--- config.mk ---
export PLATFORM = sky130hd
export DESIGN_NAME = case2_pipe
export DESIGN_NICKNAME = d
export VERILOG_FILES = /design/src/rtl/case2_pipe.sv
export SDC_FILE = /design/constraint.sdc
export NUM_CORES = 1
export LEC_CHECK = 0
export ABC_AREA = 0
export CAP_MARGIN = 20
export CORE_ASPECT_RATIO = 0.5
export CORE_MARGIN = 2
export CORE_UTILIZATION = 35
export CTS_BUF_LIST = sky130_fd_sc_hd__clkbuf_16
export DETAILED_ROUTE_END_ITERATION = 7
export SLEW_MARGIN = 20
export SYNTH_ARGS = -nofsm -noshare
export SYNTH_HDL_FRONTEND = slang
export SYNTH_SLANG_ARGS = --single-unit
--- constraint.sdc ---
create_clock -name clk -period 4.2 [get_ports clk]
set_input_delay 0.63 -clock clk [delete_from_list [all_inputs] [get_ports clk]]
set_output_delay 0.63 -clock clk [all_outputs]
set_load 0.01 [all_outputs]
--- src/rtl/case2_pipe.sv ---
// -----------------------------------------------------------------------------
// case2_pipe
//
// Purpose
//   Two-stage pipelined evaluator of three per-bit boolean functions of four
//   operand lanes (a, b, c, d). Each result lane can be emitted bitwise
//   (mode=0) or reduced to a single bit in bit 0 (mode=1). Three saturating
//   counters accumulate the number of ones in every result beat that the
//   consumer accepts.
//
//   Per bit i (bitwise results):
//     x = (~a & ~b & ~(c & d)) | ((a | b) & ~c & ~d)
//     y = ((a & b) ^ c ^ d) & ((a & b) ^ (c | d))
//     z = (~(a & b) & c & d) ^ ((a | b) & ~(c | d))
//   Reduced results (mode=1): x[0] = |x, y[0] = &y, z[0] = ^z, upper bits 0.
//
// Ports
//   clk        in   1      sole clock, all state on the rising edge
//   rst_n      in   1      asynchronous, active-low reset
//   in_valid   in   1      input beat valid
//   in_ready   out  1      block can take a beat this cycle
//   mode       in   1      sampled with the beat: 0 bitwise, 1 reduce
//   a,b,c,d    in   WIDTH  operand lanes
//   out_valid  out  1      result beat valid
//   out_ready  in   1      consumer takes the result this cycle
//   x,y,z      out  WIDTH  result lanes
//   cnt_clr    in   1      synchronous clear of the ones counters
//   cnt_x/y/z  out  CNT_W  saturating ones counters
//
// Handshake rules (both ports): a beat moves when valid & ready are both high
// at a rising edge. A producer holding valid keeps its payload stable until
// the transfer. in_ready is a function of pipeline state and out_ready only;
// it never looks at in_valid. While out_valid & ~out_ready the output beat
// (out_valid, x, y, z) is frozen.
// -----------------------------------------------------------------------------
module case2_pipe #(
  parameter int WIDTH = 8,
  parameter int CNT_W = 16
) (
  input  logic             clk,
  input  logic             rst_n,
  input  logic             in_valid,
  output logic             in_ready,
  input  logic             mode,
  input  logic [WIDTH-1:0] a,
  input  logic [WIDTH-1:0] b,
  input  logic [WIDTH-1:0] c,
  input  logic [WIDTH-1:0] d,
  output logic             out_valid,
  input  logic             out_ready,
  output logic [WIDTH-1:0] x,
  output logic [WIDTH-1:0] y,
  output logic [WIDTH-1:0] z,
  input  logic             cnt_clr,
  output logic [CNT_W-1:0] cnt_x,
  output logic [CNT_W-1:0] cnt_y,
  output logic [CNT_W-1:0] cnt_z
);

  // Popcount of one lane needs enough bits to hold WIDTH itself.
  localparam int PC_W  = $clog2(WIDTH + 1);
  // One extra bit over the wider operand so the add can never wrap before
  // the saturation compare.
  localparam int SUM_W = ((CNT_W > PC_W) ? CNT_W : PC_W) + 1;
  localparam logic [CNT_W-1:0] CNT_MAX = '1;

  // ---------------------------------------------------------------------------
  // Helper functions
  // ---------------------------------------------------------------------------
  function automatic logic [PC_W-1:0] popcount(input logic [WIDTH-1:0] v);
    logic [PC_W-1:0] n;
    n = '0;
    for (int i = 0; i < WIDTH; i++) begin
      n = n + PC_W'(v[i]);
    end
    return n;
  endfunction

  function automatic logic [CNT_W-1:0] sat_add(input logic [CNT_W-1:0] base,
                                               input logic [PC_W-1:0]  inc);
    logic [SUM_W-1:0] sum;
    sum = SUM_W'(base) + SUM_W'(inc);
    if (sum > SUM_W'(CNT_MAX)) begin
      return CNT_MAX;
    end
    return sum[CNT_W-1:0];
  endfunction

  // Clear takes effect first, then a coinciding handshake adds its popcount,
  // so clear + handshake leaves exactly that beat's count.
  function automatic logic [CNT_W-1:0] cnt_next(input logic [CNT_W-1:0] cur,
                                                input logic [PC_W-1:0]  inc,
                                                input logic             clr,
                                                input logic             hs);
    logic [CNT_W-1:0] base;
    base = clr ? '0 : cur;
    return hs ? sat_add(base, inc) : base;
  endfunction

  // ---------------------------------------------------------------------------
  // State
  // ---------------------------------------------------------------------------
  // Stage 1: pairwise operand terms plus the mode bit sampled with the beat.
  logic             s1_valid_q, s1_valid_d;
  logic             s1_mode_q,  s1_mode_d;
  logic [WIDTH-1:0] ab_and_q,   ab_and_d;
  logic [WIDTH-1:0] ab_or_q,    ab_or_d;
  logic [WIDTH-1:0] cd_and_q,   cd_and_d;
  logic [WIDTH-1:0] cd_or_q,    cd_or_d;
  logic [WIDTH-1:0] cd_xor_q,   cd_xor_d;

  // Stage 2: final result beat.
  logic             out_valid_q, out_valid_d;
  logic [WIDTH-1:0] x_q, x_d;
  logic [WIDTH-1:0] y_q, y_d;
  logic [WIDTH-1:0] z_q, z_d;

  // Ones counters.
  logic [CNT_W-1:0] cnt_x_q, cnt_x_d;
  logic [CNT_W-1:0] cnt_y_q, cnt_y_d;
  logic [CNT_W-1:0] cnt_z_q, cnt_z_d;

  // ---------------------------------------------------------------------------
  // Flow control
  // ---------------------------------------------------------------------------
  logic s2_en;   // stage 2 may load this cycle
  logic s1_en;   // stage 1 may load this cycle
  logic out_hs;  // result beat is being consumed

  always_comb begin
    s2_en  = ~out_valid_q | out_ready;
    // Equivalent to ~s1_valid | ~out_valid | out_ready: stage 1 frees up
    // either because it is empty or because its beat moves into stage 2.
    s1_en  = ~s1_valid_q | s2_en;
    out_hs = out_valid_q & out_ready;
  end

  assign in_ready = s1_en;

  // ---------------------------------------------------------------------------
  // Stage 1 next state
  // ---------------------------------------------------------------------------
  always_comb begin
    s1_valid_d = s1_valid_q;
    s1_mode_d  = s1_mode_q;
    ab_and_d   = ab_and_q;
    ab_or_d    = ab_or_q;
    cd_and_d   = cd_and_q;
    cd_or_d    = cd_or_q;
    cd_xor_d   = cd_xor_q;
    if (s1_en) begin
      s1_valid_d = in_valid;
      if (in_valid) begin
        s1_mode_d = mode;
        ab_and_d  = a & b;
        ab_or_d   = a | b;
        cd_and_d  = c & d;
        cd_or_d   = c | d;
        cd_xor_d  = c ^ d;
      end
    end
  end

  // ---------------------------------------------------------------------------
  // Stage 2 next state
  // ---------------------------------------------------------------------------
  logic [WIDTH-1:0] x_bw, y_bw, z_bw;
  logic [WIDTH-1:0] x_res, y_res, z_res;

  always_comb begin
    // ~a & ~b is ~(a | b); (a & b) ^ c ^ d is ab_and ^ (c ^ d).
    x_bw = (~ab_or_q & ~cd_and_q) | (ab_or_q & ~cd_or_q);
    y_bw = (ab_and_q ^ cd_xor_q) & (ab_and_q ^ cd_or_q);
    z_bw = (~ab_and_q & cd_and_q) ^ (ab_or_q & ~cd_or_q);

    if (s1_mode_q) begin
      x_res = WIDTH'(|x_bw);
      y_res = WIDTH'(&y_bw);
      z_res = WIDTH'(^z_bw);
    end else begin
      x_res = x_bw;
      y_res = y_bw;
      z_res = z_bw;
    end
  end

  always_comb begin
    out_valid_d = out_valid_q;
    x_d         = x_q;
    y_d         = y_q;
    z_d         = z_q;
    if (s2_en) begin
      out_valid_d = s1_valid_q;
      if (s1_valid_q) begin
        x_d = x_res;
        y_d = y_res;
        z_d = z_res;
      end
    end
  end

  // ---------------------------------------------------------------------------
  // Counters next state
  // ---------------------------------------------------------------------------
  logic [PC_W-1:0] pc_x, pc_y, pc_z;

  always_comb begin
    pc_x    = popcount(x_q);
    pc_y    = popcount(y_q);
    pc_z    = popcount(z_q);
    cnt_x_d = cnt_next(cnt_x_q, pc_x, cnt_clr, out_hs);
    cnt_y_d = cnt_next(cnt_y_q, pc_y, cnt_clr, out_hs);
    cnt_z_d = cnt_next(cnt_z_q, pc_z, cnt_clr, out_hs);
  end

  // ---------------------------------------------------------------------------
  // Registers
  // ---------------------------------------------------------------------------
  always_ff @(posedge clk or negedge rst_n) begin
    if (!rst_n) begin
      s1_valid_q  <= 1'b0;
      s1_mode_q   <= 1'b0;
      ab_and_q    <= '0;
      ab_or_q     <= '0;
      cd_and_q    <= '0;
      cd_or_q     <= '0;
      cd_xor_q    <= '0;
      out_valid_q <= 1'b0;
      x_q         <= '0;
      y_q         <= '0;
      z_q         <= '0;
      cnt_x_q     <= '0;
      cnt_y_q     <= '0;
      cnt_z_q     <= '0;
    end else begin
      s1_valid_q  <= s1_valid_d;
      s1_mode_q   <= s1_mode_d;
      ab_and_q    <= ab_and_d;
      ab_or_q     <= ab_or_d;
      cd_and_q    <= cd_and_d;
      cd_or_q     <= cd_or_d;
      cd_xor_q    <= cd_xor_d;
      out_valid_q <= out_valid_d;
      x_q         <= x_d;
      y_q         <= y_d;
      z_q         <= z_d;
      cnt_x_q     <= cnt_x_d;
      cnt_y_q     <= cnt_y_d;
      cnt_z_q     <= cnt_z_d;
    end
  end

  // ---------------------------------------------------------------------------
  // Outputs
  // ---------------------------------------------------------------------------
  assign out_valid = out_valid_q;
  assign x         = x_q;
  assign y         = y_q;
  assign z         = z_q;
  assign cnt_x     = cnt_x_q;
  assign cnt_y     = cnt_y_q;
  assign cnt_z     = cnt_z_q;

endmodule

==> reports/metrics.yaml, run 1 <==
status:
  status: "finished clean"
detailed_routing:
  detail-route-antenna-nets: 0
  num_vias: 5102
  routed_wl_microns: 15800
  wire_per_inst_microns: 15.1
  drc: 0
  viasPerCell: 4.86
  dr.pass1.iters: 4
  drtIter0Drc: 216
sta:
  hold_viol: 0
  relSlewSlack_pct: 37.1
  rsz0062_at_grt: "no"
  setup_viol: 0
  fin_crit_sh_pct: 91.9
  slew_viol_final: 0
  worstMarginPinSlew_ns: 0.943
  fmax_mhz: 259
  period_minus_slack_ns: 3.86
  finClkSkew_ns: 0.00902
die:
  coreArea_sq_um: 18400
  die_h_microns: 101
  start_util_pct: 35.7
  rows: 35
  die-area_sq_um: 19900
  die_w_microns: 198
  ios: 112
grt:
  antenna_found_initial: 0
  grt-ovfl-total: 0
  grt_pass1_wl_microns: 26200
  grt_usage_pct: 17.0
  grt_max_degree: 72
  grt_pass1_vias: 5124
clock_network:
  clkSinkCount: 115
  cts_setup_buffers: 0
  cts_max_level: 4
  cts_root_buffer: "clkbuf_16"
  clockBufferDepth: 2
  clkTransAtPathRegs_ns: 0.06
  clkLatencyLatePin_ns: 0.41
  cts_tree: "yes"
  post_cts_resized: 0
  numCtsBuffers: 17
  postCtsHoldBufs: 0
synth:
  synth_cells: 672
  synth_common_cells: "dfrtp_1 (115), nand2_1 (106), o21ai_0 (77)"
  synth_nets: 759
  yosysMostFrequentCell: "dfrtp_1"
  synth_area_leaders: "dfrtp_1 (44%), ha_1 (6.5%), nand2_1 (6.1%)"
  ys_types: 53
  synth-seq-cells: 115
  synthArstFlopShare_pct: 100
  synth_area_per_cell_sq_um: 9.76
  synth_edf_count: 0
  synth_top_cell_area_share_pct: 43.9
  yosys_warnings: 0
  ys_seq_area_share_pct: 43.9
  syn_area_sq_um: 6560
  synth_top_cell_by_area: "dfrtp_1"
  ys.flop_type: "dfrtp_1"
place:
  gp_congestion: 0.799
  dp_hpwl_microns: 12000
  dpl_cell_area_sq_um: 8040
  port_buffers: 111
cells_and_area:
  diodes: 0
  final_core_util_pct: 47.3
  drive_gt1_share_pct: 10.6
  area_growth_pct: 32.7
  nNetsFinal: 884
  final_area_sq_um: 8700
worst_hold_path:
  hp-class: "in -> async"
run:
  cap_violations: 0
power:
  powerDensity_nw_per_um2: 480
  max-vdd-ir-drop_uv: 293
  p_leak_nw: 3.92
worst_setup_path:
  critPathKind: "reg -> reg"
  cp.required_ns: 4.49
  critPathMaxFanout: 6
  startpoint_type: "register"
  cp.arrival_ns: 4.15
  crit_path_end_kind: "register"
-- report_power, final --
part,internal [mW],leakage [nW],switching (mW),total (mW)
combinational,0.612,2.12,0.573,1.19
sequential,1.26,1.49,0.133,1.39
clock,1.06,0.308,0.542,1.60
-- flip-flops by register name (all words and copies together) (netlist names) --
signal      cells
cnt_x          16
cnt_y          16
cnt_z          16
ab_and_q        8
ab_or_q         8
cd_and_q        8
cd_or_q         8
cd_xor_q        8
x               8
y               8
z               8
out_valid       1
s1_mode_q       1
s1_valid_q      1
-- logic make-up (layout without fill, tap and decap cells) --
group,after synthesis,in the layout,synth area share [%]
AO/OA/AOI/OAI,123,123,11.0
adder cells (fa/ha/maj),49,49,11.1
multiplexers,27,27,4.56
XOR/XNOR,44,44,6.81
buffers and inverters,75,213,4.48
AND/OR/NAND/NOR,239,239,18.2
flip-flops,115,115,43.9
-- area by class of cell --
class | instances | area (sq um)
Timing Repair Buffer | 129 | 1280
Fill cell | 1760 | 9690
Tap cell | 240 | 300
Sequential cell | 115 | 2880
Clock inverter | 15 | 229
Inverter | 52 | 195
Clock buffer | 17 | 425
Multi-Input combinational cell | 482 | 3390
-- placed cells by master (no fill, tap or decap), types with 5 or more instances in the layout --
master | netlist | final
nand2_1 | 106 | 105
a21oi_1 | 6 | 6
or3_1 | 6 | 6
o2111ai_1 | 6 | 6
clkbuf_16 | 0 | 17
o21ai_0 | 77 | 77
nand4_1 | 8 | 8
nor2b_1 | 20 | 20
nor3b_1 | 6 | 6
fa_1 | 15 | 15
nor2_1 | 33 | 33
xor2_1 | 14 | 14
a22o_1 | 5 | 5
mux2_2 | 23 | 23
inv_1 | 51 | 51
bufinv_16 | 0 | 5
nand3_1 | 17 | 17
ha_1 | 34 | 34
buf_4 | 0 | 16
nand2b_1 | 12 | 12
xnor2_1 | 25 | 25
clkdlybuf4s50_1 | 0 | 110
o211ai_1 | 12 | 12
dfrtp_1 | 115 | 115
-- path summary, 6_finish.rpt --
path / from / to / slack, ns / cells past startpoint
max: z[0]$_DFFE_PN0P_ / cnt_z[10]$_DFF_PN0_ / 0.34 / 13
min: rst_n / cd_or_q[2]$_DFFE_PN0P_ / 0.33 / 1
max reg2reg: z[0]$_DFFE_PN0P_ / cnt_z[10]$_DFF_PN0_ / 0.34 / 13
min reg2reg: s1_valid_q$_DFFE_PN0N_ / out_valid$_DFFE_PN0P_ / 0.50 / 1
max in group asynchronous: rst_n / cnt_x[9]$_DFF_PN0_ / 3.07 / 2
min in group clk: s1_valid_q$_DFFE_PN0N_ / out_valid$_DFFE_PN0P_ / 0.50 / 1
-- metrics by stage --
stage	total power, mW	std cells	worst slack [ns]	hold WS, ns	setup TNS, ns
finish	4.18	1050	0.341	0.335	0
global route	4.45	1050	0.135	0.405	0
CTS	4.23	1050	0.332	0.375	0
detailed placement	2.61	1018	-0.0138	0.488	-0.0138
global placement	2.58	1018	0.0374	0.479	0
floorplan	2.13	672	0.213	0.334	0
-- critical path, cell delays in order, from the launching register on --
cell,delay [ns]
dfrtp_1,0.42
fa_1,0.55
inv_1,0.06
fa_1,0.47
fa_1,0.51
fa_1,0.19
inv_1,0.06
fa_1,0.39
a21o_1,0.18
a21oi_1,0.41
nor2_1,0.15
nand2_1,0.11
xor2_1,0.16
o21ai_0,0.08
-- layer usage --
metal	GRT usage [%]	wire length (microns)
met1	23.3	7810
met2	27.1	7220
met3	3.41	553
met4	6.07	216
met5	0	0
Power figures use the tool's default switching activity.
==> inputs of run 2 (changes only) <==
Settings changed: PLACE_DENSITY from default to 0.68.
==> run 2 against run 1 <==
Via count is 0.69% lower. Register-to-register slack better by 0.03 ns. Fmax is 0.77% lower. Global-route usage is 0.27 points lower. Final area is 0.86% lower. Die area stayed put. Final cell count is 0.38% lower. Critical path type is now in -> reg. Largest power group unchanged.
==> reports/metrics.yaml, run 2 (synthesis gave the netlist of run 1 again) <==
worst_setup_path:
  worstPathCellList: "clkdlybuf4s50_1, inv_1, nand2_1, fa_1, fa_1, fa_1, inv_1, fa_1, a21o_1, a21oi_1, nor2_1, nand3_1, xor2_1, o21ai_0"
  r2r_slack_ns: 0.37  # +0.03 ns
  cp.arrival_ns: 4.17  # +0.02 ns
  critPathMaxFanout: 7  # +1
  startpoint_type: "input pin"
  max_stage_delay_ns: 0.52  # -0.03 ns
  crit_path_end_kind: "register"
  path_common_cell: "fa_1"
  cp.required_ns: 4.48  # about the same
  reg2reg_depth: 13  # unchanged
  critPathKind: "in -> reg"
  cpMaxStageDelayCell: "fa_1"
sta:
  finClkSkew_ns: 0.0144  # +0.00536 ns
  fin_crit_sh_pct: 92.6  # +0.71 points
  whs_ns: 0.107  # -0.228 ns
  hold_viol: 0  # unchanged
  rsz0062_at_grt: "no"
  fmax_mhz: 257  # -0.77%
  setup_viol: 0  # unchanged
  relSlewSlack_pct: 50.5  # +13 points
  worstMarginPinSlew_ns: 0.739  # -0.204 ns
  period_minus_slack_ns: 3.89  # +0.0299 ns
  slew_viol_final: 0  # unchanged
cells_and_area:
  final_cells: 1046  # -0.38%
  diodes: 0  # unchanged
  area_growth_pct: 31.6
  mostFrequentLayoutCell: "dfrtp_1"
  drive_gt1_share_pct: 9.55  # -1.1 points
  final_core_util_pct: 46.9  # -0.41 points
  layout_common_cells: "dfrtp_1 (115), clkdlybuf4s50_1 (110), nand2_1 (105)"
  final_area_sq_um: 8630  # -0.86%
  nNetsFinal: 881  # -0.34%
die:
  die_h_microns: 101  # unchanged
  rows: 35  # unchanged
  start_util_pct: 35.7  # unchanged
  die-area_sq_um: 19900  # unchanged
  die_w_microns: 198  # unchanged
  coreArea_sq_um: 18400  # unchanged
  ios: 112  # unchanged
detailed_routing:
  detail-route-antenna-nets: 0  # unchanged
  drc: 0  # unchanged
  viasPerCell: 4.84  # -0.31%
  wire_per_inst_microns: 15.2  # +1.3%
  drtIter0Drc: 238  # +10%
  routed_wl_microns: 15900  # +0.87%
  num_vias: 5067  # -0.69%
  dr.pass1.iters: 4  # unchanged
grt:
  grt_usage_pct: 16.8  # -0.27 points
  grt_pass1_wl_microns: 26100  # -0.61%
  grt-ovfl-total: 0  # unchanged
  antenna_found_initial: 0  # unchanged
  grt_max_degree: 73  # +1.4%
  grt_pass1_vias: 4985  # -2.7%
place:
  dp.cells: 1014  # -0.39%
  dp_hpwl_microns: 11900  # -0.99%
  port_buffers: 111  # unchanged
  dpl_cell_area_sq_um: 8000  # -0.53%
  gp_congestion: 0.784  # -1.8%
clock_network:
  clkLatencyLatePin_ns: 0.42  # about the same
  cts_tree: "yes"
  postCtsHoldBufs: 0  # unchanged
  clkSinkCount: 115  # unchanged
  clockBufferDepth: 2  # unchanged
  numCtsBuffers: 17  # unchanged
  post_cts_resized: 0  # unchanged
  clkTransAtPathRegs_ns: 0.06  # about the same
  cts_root_buffer: "clkbuf_16"
  cts_max_level: 4  # unchanged
  cts_setup_buffers: 0  # unchanged
power:
  powerDensity_nw_per_um2: 472  # -1.7%
  max-vdd-ir-drop_uv: 294  # +0.12%
  p_sw_mw: 1.22  # -2.4%
  clkPwrFrac_pct: 36.3  # -2.0 points
  p_int_mw: 2.85  # -2.6%
  swShare_pct: 30.0  # +0.048 points
  pwr-share-comb_pct: 29.6  # +1.2 points
  p_leak_nw: 3.89  # -0.70%
  seqPwrFrac_pct: 34.1  # +0.8 points
worst_hold_path:
  hp-class: "in -> async"
run:
  cap_violations: 0  # unchanged
status:
  status: "finished clean"
-- run 2: layer usage --
metal	GRT usage, %	up-vias	wire length, microns
met5	0	-	0
met4	4.68	0	173
met3	3.41	14	667
met2	27.3	101	7460
met1	22.9	2431	7640
li1	-	2521	-
-- run 2: area by class of cell --
class	count	area [sq um]
Inverter	52	195
Clock inverter	14	169
Multi-Input combinational cell	482	3390
Sequential cell	115	2880
Timing Repair Buffer	126	1270
Clock buffer	17	425
Fill cell	1747	9770
Tap cell	240	300
-- run 2: worst paths after layout --
path | from | to
max in group asynchronous | rst_n | y[7]$_DFFE_PN0P_
worst max-delay path | cnt_clr | cnt_y[10]$_DFF_PN0_
min in group clk | s1_valid_q$_DFFE_PN0N_ | out_valid$_DFFE_PN0P_
worst min-delay path | rst_n | cnt_z[11]$_DFF_PN0_
worst max register to register | z[0]$_DFFE_PN0P_ | cnt_z[10]$_DFF_PN0_
worst min register to register | s1_valid_q$_DFFE_PN0N_ | out_valid$_DFFE_PN0P_
-- run 2: worst max-delay path: cells and delay by family --
kind / cells / cell delay [ns]
xor+xnor: 1 / 0.14
simple gates: 3 / 0.40
fa+ha+maj: 4 / 1.59
compound gates: 3 / 0.59
buf+inv: 3 / 0.79
-- run 2: power groups by stage --
| stage | registers [mW] | clock network [mW] | logic [mW] |
|---|---|---|---|
| 5_1_grt | 1.41 | 1.56 | 1.36 |
| 6_report | 1.39 | 1.48 | 1.21 |
| 4_1_cts | 1.39 | 1.50 | 1.22 |
| 3_5_place_dp | 1.41 | 0 | 1.21 |
| 3_3_place_gp | 1.40 | 0 | 1.16 |
| 2_1_floorplan | 1.41 | 0 | 0.724 |
-- run 2: metrics by stage --
stage                     power (mW)  worst slack, ns  setup TNS, ns
final                           4.07            0.311              0
after global routing            4.33           0.0683              0
after CTS                       4.12            0.297              0
after detailed placement        2.62          -0.0889         -0.444
after global placement          2.57           0.0337              0
after floorplan                 2.13            0.213              0
